## src/rtl/replace_pkg.sv

```systemverilog
// rtl/replace_pkg.sv - shared types and helpers for the replacement-interface controller
package replace_pkg;

  localparam int MAX_WAYS = 64;

  typedef enum logic [1:0] {
    IDLE,
    QUERY,
    WAIT,
    RESP
  } state_t;

  // Index width of an n-entry space; a single entry still needs one bit.
  function automatic int idx_width(input int n);
    return (n > 1) ? $clog2(n) : 1;
  endfunction

  // Priority encoder: index of the lowest clear bit among the first n; 0 when none are clear.
  function automatic int lowest_zero(input logic [MAX_WAYS-1:0] vmask, input int n);
    int pick;
    pick = 0;
    for (int i = MAX_WAYS - 1; i >= 0; i--) begin
      if (i < n && !vmask[i]) pick = i;
    end
    return pick;
  endfunction

endpackage

```

## src/rtl/replace_hit_skid.sv

```systemverilog
// rtl/replace_hit_skid.sv - one-entry skid holding a port-0 hit report displaced by an invalid-way touch
module replace_hit_skid
#(
  parameter type hit_t = logic
)
(
  input  logic clk,
  input  logic rst,
  input  logic in_valid,
  input  hit_t in_hit,
  input  logic blocked,
  output logic out_valid,
  output hit_t out_hit,
  output logic full
);

  hit_t held;

  // A held entry always issues before a newly arriving report, keeping port-0 order.
  assign out_valid = !blocked && (full || in_valid);
  assign out_hit   = full ? held : in_hit;

  // Capture a report only when the port is blocked; release the entry on the first free cycle.
  always_ff @(posedge clk or posedge rst) begin
    if (rst) begin
      full <= 1'b0;
      held <= '0;
    end else if (!full && in_valid && blocked) begin
      full <= 1'b1;
      held <= in_hit;
    end else if (full && !blocked) begin
      full <= 1'b0;
    end
  end

endmodule

```

## src/rtl/replace_victim_ctrl.sv

```systemverilog
// rtl/replace_victim_ctrl.sv - allocation-way picker driving the Replace unit hit and victim ports
module replace_victim_ctrl
  import replace_pkg::*;
#(
  parameter int DEPTH      = 256,
  parameter int WAY_NUM    = 4,
  parameter int READ_PORT  = 1,
  parameter int WAY_WIDTH  = idx_width(WAY_NUM),
  parameter int ADDR_WIDTH = idx_width(DEPTH)
)
(
  input  logic                            clk,
  input  logic                            rst,
  input  logic [READ_PORT-1:0]            acc_valid,
  output logic [READ_PORT-1:0]            acc_ready,
  input  logic [READ_PORT*ADDR_WIDTH-1:0] acc_idx,
  input  logic [READ_PORT*WAY_WIDTH-1:0]  acc_way,
  input  logic                            alloc_req_valid,
  output logic                            alloc_req_ready,
  input  logic [ADDR_WIDTH-1:0]           alloc_idx,
  input  logic [WAY_NUM-1:0]              alloc_vmask,
  output logic                            alloc_resp_valid,
  input  logic                            alloc_resp_ready,
  output logic [WAY_WIDTH-1:0]            alloc_resp_way,
  output logic [READ_PORT-1:0]            rep_hit_en,
  output logic [READ_PORT*ADDR_WIDTH-1:0] rep_hit_idx,
  output logic [READ_PORT*WAY_WIDTH-1:0]  rep_hit_way,
  output logic                            rep_miss_en,
  output logic [ADDR_WIDTH-1:0]           rep_miss_idx,
  input  logic [WAY_WIDTH-1:0]            rep_miss_way
);

  typedef struct packed {
    logic [ADDR_WIDTH-1:0] idx;
    logic [WAY_WIDTH-1:0]  way;
  } hit_t;

  state_t               state;
  logic                 req_fire;
  logic                 set_full;
  logic                 touch;
  logic [WAY_WIDTH-1:0] free_way;
  logic                 skid_full;
  logic                 skid_valid;
  hit_t                 acc0_hit;
  hit_t                 skid_hit;

  assign alloc_req_ready = (state == IDLE);
  assign req_fire        = alloc_req_valid && (state == IDLE);
  // A direct-mapped cache never has a choice, so it never consults the policy.
  assign set_full        = (WAY_NUM > 1) && (&alloc_vmask);
  assign touch           = req_fire && !set_full;
  assign free_way        = WAY_WIDTH'(lowest_zero(MAX_WAYS'(alloc_vmask), WAY_NUM));
  assign acc0_hit.idx    = acc_idx[ADDR_WIDTH-1:0];
  assign acc0_hit.way    = acc_way[WAY_WIDTH-1:0];

  // Only port 0 can be blocked (by the invalid-way touch); the rest always accept.
  always_comb begin
    acc_ready    = '1;
    acc_ready[0] = !skid_full;
  end

  replace_hit_skid #(.hit_t(hit_t)) u_skid (
    .clk       (clk),
    .rst       (rst),
    .in_valid  (acc_valid[0] && !skid_full),
    .in_hit    (acc0_hit),
    .blocked   (touch),
    .out_valid (skid_valid),
    .out_hit   (skid_hit),
    .full      (skid_full)
  );

  // Allocation FSM: invalid way answers next cycle; a full set asks Replace and waits for its victim.
  always_ff @(posedge clk or posedge rst) begin
    if (rst) begin
      state            <= IDLE;
      alloc_resp_valid <= 1'b0;
      alloc_resp_way   <= '0;
      rep_miss_en      <= 1'b0;
      rep_miss_idx     <= '0;
    end else begin
      rep_miss_en <= 1'b0;
      case (state)
        IDLE: begin
          if (req_fire) begin
            if (set_full) begin
              state        <= QUERY;
              rep_miss_en  <= 1'b1;
              rep_miss_idx <= alloc_idx;
            end else begin
              state            <= RESP;
              alloc_resp_valid <= 1'b1;
              alloc_resp_way   <= free_way;
            end
          end
        end
        QUERY: state <= WAIT;
        WAIT: begin
          state            <= RESP;
          alloc_resp_valid <= 1'b1;
          alloc_resp_way   <= rep_miss_way;
        end
        RESP: begin
          if (alloc_resp_ready) begin
            state            <= IDLE;
            alloc_resp_valid <= 1'b0;
          end
        end
        default: state <= IDLE;
      endcase
    end
  end

  // Registered hit reports: port 0 carries the MRU touch first, then skid/new traffic; others pass through.
  always_ff @(posedge clk or posedge rst) begin
    if (rst) begin
      rep_hit_en  <= '0;
      rep_hit_idx <= '0;
      rep_hit_way <= '0;
    end else begin
      rep_hit_en[0]                <= touch || skid_valid;
      rep_hit_idx[ADDR_WIDTH-1:0]  <= touch ? alloc_idx : skid_hit.idx;
      rep_hit_way[WAY_WIDTH-1:0]   <= touch ? free_way : skid_hit.way;
      for (int p = 1; p < READ_PORT; p++) begin
        rep_hit_en[p]                          <= acc_valid[p];
        rep_hit_idx[p*ADDR_WIDTH +: ADDR_WIDTH] <= acc_idx[p*ADDR_WIDTH +: ADDR_WIDTH];
        rep_hit_way[p*WAY_WIDTH +: WAY_WIDTH]   <= acc_way[p*WAY_WIDTH +: WAY_WIDTH];
      end
    end
  end

endmodule

```

## config.mk

```make
export PLATFORM = sky130hd
export DESIGN_NAME = replace_victim_ctrl
export DESIGN_NICKNAME = d
export VERILOG_FILES = /design/src/rtl/replace_pkg.sv /design/src/rtl/replace_hit_skid.sv /design/src/rtl/replace_victim_ctrl.sv
export SDC_FILE = /design/constraint.sdc
export NUM_CORES = 1
export LEC_CHECK = 0
export CORE_UTILIZATION = 50
export DETAILED_ROUTE_END_ITERATION = 10
export PLACE_DENSITY = 0.88
export SLEW_MARGIN = 25
export SYNTH_ARGS = -nofsm -noshare
export SYNTH_HDL_FRONTEND = slang
export SYNTH_HIERARCHICAL = 1
export SYNTH_SLANG_ARGS = --single-unit
```

## constraint.sdc

```tcl
create_clock -name clk -period 5.6 [get_ports clk]
set_clock_uncertainty 0.1 [all_clocks]
set_input_delay 0.56 -clock clk [delete_from_list [all_inputs] [get_ports clk]]
set_output_delay 0.56 -clock clk [all_outputs]
set_load 0.03 [all_outputs]
```

### After elaboration in Yosys (flattened, before gate mapping)

Index checks and enable logic that the tools add are counted.

| word-level totals | value |
|---|---|
| flip-flop bits (word level) | 36 |
| output and inout bits | 25 |

| operators by class | value |
|---|---|
| equal/unequal tests | 6 |
| muxes and demuxes | 23 |
| reduce and logical (&&, ||, !) cells | 21 |

Operator list:

| cell | count |
|---|---|
| 2-bit two-way mux | 10 |
| 10-bit two-way mux | 1 |
| 1-bit two-way mux | 8 |
| 8-bit two-way mux | 1 |
| 2-bit case mux with 4 select lines | 1 |
| 4-bit AND reduction | 2 |
| 1-bit logical AND | 7 |
| 6-bit AND reduction | 1 |
| 2-bit == test (second input constant) | 2 |
| 2-bit != test (second input constant) | 2 |
| 2-bit case mux with 2 select lines | 1 |
| 2-bit nonzero test | 2 |
| 1-bit zero test | 3 |
| 1-bit case mux with 3 select lines | 1 |
| 3-bit AND reduction | 1 |
| 3-bit nonzero test | 1 |
| 2-bit by 1-bit == test with 1-bit output (second input constant) | 1 |
| 2-bit zero test | 1 |
| 1-bit logical OR | 2 |
| 2-bit by 1-bit != test with 1-bit output (second input constant) | 1 |
| 2-bit AND reduction | 1 |

### Depth between registers and ports, before layout

| depth | value |
|---|---|
| depth in word-level cells | 7 |
| mapped depth | 8 |
| depth with buffers taken out | 6 |

### Hierarchy

The synthesis kept the hierarchy.

Modules (own cells, without submodules):

| module | instances | cells each | area an instance (µm²) |
|---|---|---|---|
| replace_victim_ctrl | 1 | 88 | 1152.4 |
| replace_hit_skid | 1 | 38 | 591.8 |

### Worst setup path before layout

OpenSTA, ideal clock, no wires.

| path | value |
|---|---|
| path kind | input -> register |
| from | input alloc_vmask[0] |
| to | register u_skid/held[0] (netlist bit) |
| arrival time | 1.594 ns |
| slack | 3.781 ns |
| stages | 7 |
| cell sequence | nand4_2 > nand3_2 > buf_6 > inv_1 > nand3b_4 > buf_6 > mux2_4 |

| on the way | value |
|---|---|
| word-level cells in the longest chain between the ends | 4 |

Ends and longest elaborated chain:

| item | RTL line | source |
|---|---|---|
| start: declaration | replace_victim_ctrl.sv:21 | `input logic [WAY_NUM-1:0] alloc_vmask,` |
| 4-bit AND reduction | replace_victim_ctrl.sv:51 | `assign set_full = (WAY_NUM > 1) && (&alloc_vmask);` |
| 1-bit zero test | replace_victim_ctrl.sv:52 | `assign touch = req_fire && !set_full;` |
| 1-bit logical AND | replace_victim_ctrl.sv:52 |  |
| via touch | replace_victim_ctrl.sv:41 | `logic touch;` |
| 1-bit logical AND | replace_hit_skid.sv:28 | `end else if (!full && in_valid && blocked) begin` |
| end signal: assignment | replace_hit_skid.sv:30 | `held <= in_hit;` |
| end: declaration | replace_hit_skid.sv:17 | `hit_t held;` |

The timed path passes the listed nets, and every way through them passes these cells.
A chain may end at the register's enable or synchronous reset.

### Worst setup path in the final report

| path | value |
|---|---|
| from | register state[0] |
| to | output alloc_req_ready |

| on the way | value |
|---|---|
| word-level cells in the longest chain between the ends | 1 |

Ends and longest elaborated chain:

| item | RTL line | source |
|---|---|---|
| start: declaration | replace_victim_ctrl.sv:38 | `state_t state;` |
| start signal: assignment | replace_victim_ctrl.sv:77 | `state <= IDLE;` |
| start signal: assignment | replace_victim_ctrl.sv:88 | `state <= QUERY;` |
| start signal: assignment | replace_victim_ctrl.sv:92 | `state <= RESP;` |
| 2-bit zero test | replace_victim_ctrl.sv:48 | `assign alloc_req_ready = (state == IDLE);` |
| end: declaration | replace_victim_ctrl.sv:19 | `output logic alloc_req_ready,` |

No other way between the ends.

==> results.sh <==
export IMPL_status="complete, no violations"
export IMPL_clkLatencyLatePin_ns=0.33
export IMPL_synthFlopType="dfrtp_1"
export IMPL_synth_top_family_by_area="multiplexers"
export IMPL_ant_nets=0
export IMPL_grt_pass1_wl_mm=5.73
export IMPL_synth_area_um2=1740
export IMPL_design_portCount=54
export IMPL_track_usage_pct=22.0
export IMPL_final_layout_size_suffix_gt1_share_pct=28.3
export IMPL_synthAdderAreaFrac_pct=3.59
export IMPL_antenna_cells=0
export IMPL_placed_cells=222
export IMPL_worstPathCellList="inv_1, ha_1, clkdlybuf4s50_1"
export IMPL_finalWeightedCongestion=0.797
export IMPL_period_needed_ns=2.60
export IMPL_ys_seq_elements=36
export IMPL_ctsHoldBuffers=0
export IMPL_remaining_drc_errors=0
export IMPL_cts_buffers=5
export IMPL_p_leak_nw=1.10
export IMPL_syn_inst=126
export IMPL_hold_viol_final=0
export IMPL_gr_usage_met1_pct=23.3
export IMPL_grt_max_degree=26
export IMPL_dieWidth_um=61.1
export IMPL_post_cts_resized=0
export IMPL_setup_tns_ns=0
export IMPL_io_buffers=53
export IMPL_grtUsageMet3_pct=6.93
export IMPL_async_flop_share_pct=100
export IMPL_hold_class="reg2reg"
export IMPL_synth_compound_area_share_pct=5.24
export IMPL_vias=1169
export IMPL_nets=217
export IMPL_critPathRequiredTime_ns=4.94
export IMPL_ys_warn_count=6
export IMPL_drtIter0Drc=22
export IMPL_routed_wl_mm=3.66
export IMPL_worst_slew_pin_slew_ns=0.535
export IMPL_slowest_delay_ns=0.72
export IMPL_clock_path_buffers=2
export IMPL_final_cell_mix="clkdlybuf4s50_1 (53), dfrtp_1 (36), mux2_2 (21), mux2_4 (15), inv_1 (8)"
export IMPL_clock_sinks=36
export IMPL_viasPerCell=5.08
export IMPL_post_route_period_util_pct=46.4
export IMPL_antenna_found_initial=0
export IMPL_row_count=21
export IMPL_rsz0062_at_grt="false"
export IMPL_cts_root_buf="clkbuf_4"
export IMPL_synth_simple_area_share_pct=8.97
export IMPL_wl_per_cell_um=15.9
export IMPL_use_met2_pct=39.3
export IMPL_crit_path_end_kind="output pin"
export IMPL_crit_path_start_kind="register"
export IMPL_stdcell_count=230
export IMPL_relSlewSlack_pct=64.2
export IMPL_fp_dieH_um=61.1
export IMPL_syn_avg_cell_area_um2=13.8
export IMPL_final_common_cell="clkdlybuf4s50_1"
export IMPL_start_util_pct=52.3
export IMPL_syn_nets=160
export IMPL_setup_viol=0
export IMPL_synth_edf_count=0
export IMPL_ys_seq_area_share_pct=51.6
export IMPL_worstSetupPathType="reg2out"
export IMPL_critical_path_max_fanout=6
export IMPL_tritoncts="yes"
export IMPL_worst_ep_arrival_time_ns=1.94
export IMPL_grt_pass1_vias=1270
export IMPL_synth_xor_area_share_pct=0
export IMPL_max_cap_violations=0
export IMPL_top_usage_layer="met2"
export IMPL_powerDensity_nw_per_um2=479
export IMPL_vdd_drop_max_v=0.000275
export IMPL_synth_mux_area_share_pct=27.0
export IMPL_post_cts_setup_buffers=0
export IMPL_post_place_ws_ns=3.04
export IMPL_syn_to_final_growth_pct=36.7
export IMPL_cpMaxStageDelayCell="clkdlybuf4s50_1"
export IMPL_hpwl_mm=2.79
export IMPL_core_area_um2=3340
export IMPL_die_area_um2=3730
export IMPL_htreeDepth=2
export IMPL_finalMaxSlewViolations=0
export IMPL_grt_overflow=0
export IMPL_synth_distinct_cells=26
export IMPL_clkTransAtPathRegs_ns=0.11
export IMPL_worst_slack_ns=3.00
export IMPL_fmax_ghz=0.385
export IMPL_dr_pass1_iters=4
area by class of cell:
| type | instances | area (µm²) |
|---|---|---|
| clock buffers | 5 | 37.5 |
| clock inverters | 3 | 42.5 |
| fillers | 245 | 952 |
| inverters | 9 | 33.8 |
| multi-input cells | 78 | 782 |
| flip-flops and latches | 36 | 901 |
| well taps | 46 | 57.6 |
| repair buffers | 53 | 531 |
final timing paths:
check / startpoint / endpoint / slack [ns] / cells past startpoint
max in group asynchronous: rst / rep_hit_idx[1]$_DFF_PP0_ / 4.52 / 2
min in group asynchronous: rst / u_skid/full$_DFFE_PP0P_ / 0.46 / 2
worst min-delay path: alloc_resp_way[1]$_DFFE_PP0P_ / alloc_resp_way[1]$_DFFE_PP0P_ / 0.41 / 1
worst max register to register: state[0]$_DFFE_PP0P_ / u_skid/held[6]$_DFFE_PP0P_ / 3.47 / 6
worst max-delay path: state[0]$_DFFE_PP0P_ / alloc_req_ready / 3.00 / 3
worst min register to register: alloc_resp_way[1]$_DFFE_PP0P_ / alloc_resp_way[1]$_DFFE_PP0P_ / 0.41 / 1
per-stage QoR:
stage	hold WS (ns)	power, mW	utilization (%)	instance area [µm²]
final	0.408	1.14	71.5	2380
after CTS	0.416	1.15	71.5	2380
after detailed placement	0.389	0.968	69.1	2300
after global placement	0.377	0.940	69.1	2300
after floorplan	0.312	0.778	-	1740
after global routing	0.433	1.21	71.5	2380
cell families after synthesis:
logic type | count (synthesis)
compound gates | 12
simple gates | 24
flops | 36
fa+ha+maj | 5
mux | 37
buf+inv | 12
per-layer routing:
metal	vias up	part of all wire [%]	routed length (µm)
met5	-	0	0
met4	0	2.8	102
met3	10	5.5	200
met2	39	53	1920
met1	567	39	1430
li1	553	-	-
critical path: cells and delay by family (launching register included):
family	cells	cell delay, ns
fa+ha+maj	1	0.31
buf+inv	2	0.85
flops	1	0.44
cells in the mapped netlist (all sizes together) (2+ instances only):
master	n	share of area (%)
a21oi	2	0.79
buf	3	1.6
dfrtp	36	52
ha	5	3.6
inv	9	1.9
mux2	36	26
nand2	7	1.5
nand3	2	0.86
nand3b	2	1.6
nor2	5	1.5
nor2b	4	1.4
o211ai	3	1.3
o21a	2	0.86
o21ai	4	1.1
power by group:
part	internal [mW]	leakage, nW	switching [mW]	total, mW
sequential	0.359	0.442	0.0567	0.416
clock	0.0931	0.0412	0.0863	0.179
combinational	0.275	0.621	0.272	0.547
total	0.727	1.10	0.415	1.14
state kept, by name, summed over array words and instances, names as in the netlist:
| signal | count |
|---|---|
| rep_miss_idx | 8 |
| alloc_resp_valid | 1 |
| u_skid/full | 1 |
| rep_miss_en | 1 |
| rep_hit_idx | 8 |
| rep_hit_way | 2 |
| rep_hit_en | 1 |
| alloc_resp_way | 2 |
| state | 2 |
| u_skid/held | 10 |
Note: power is estimated with default switching activity, not from simulation.
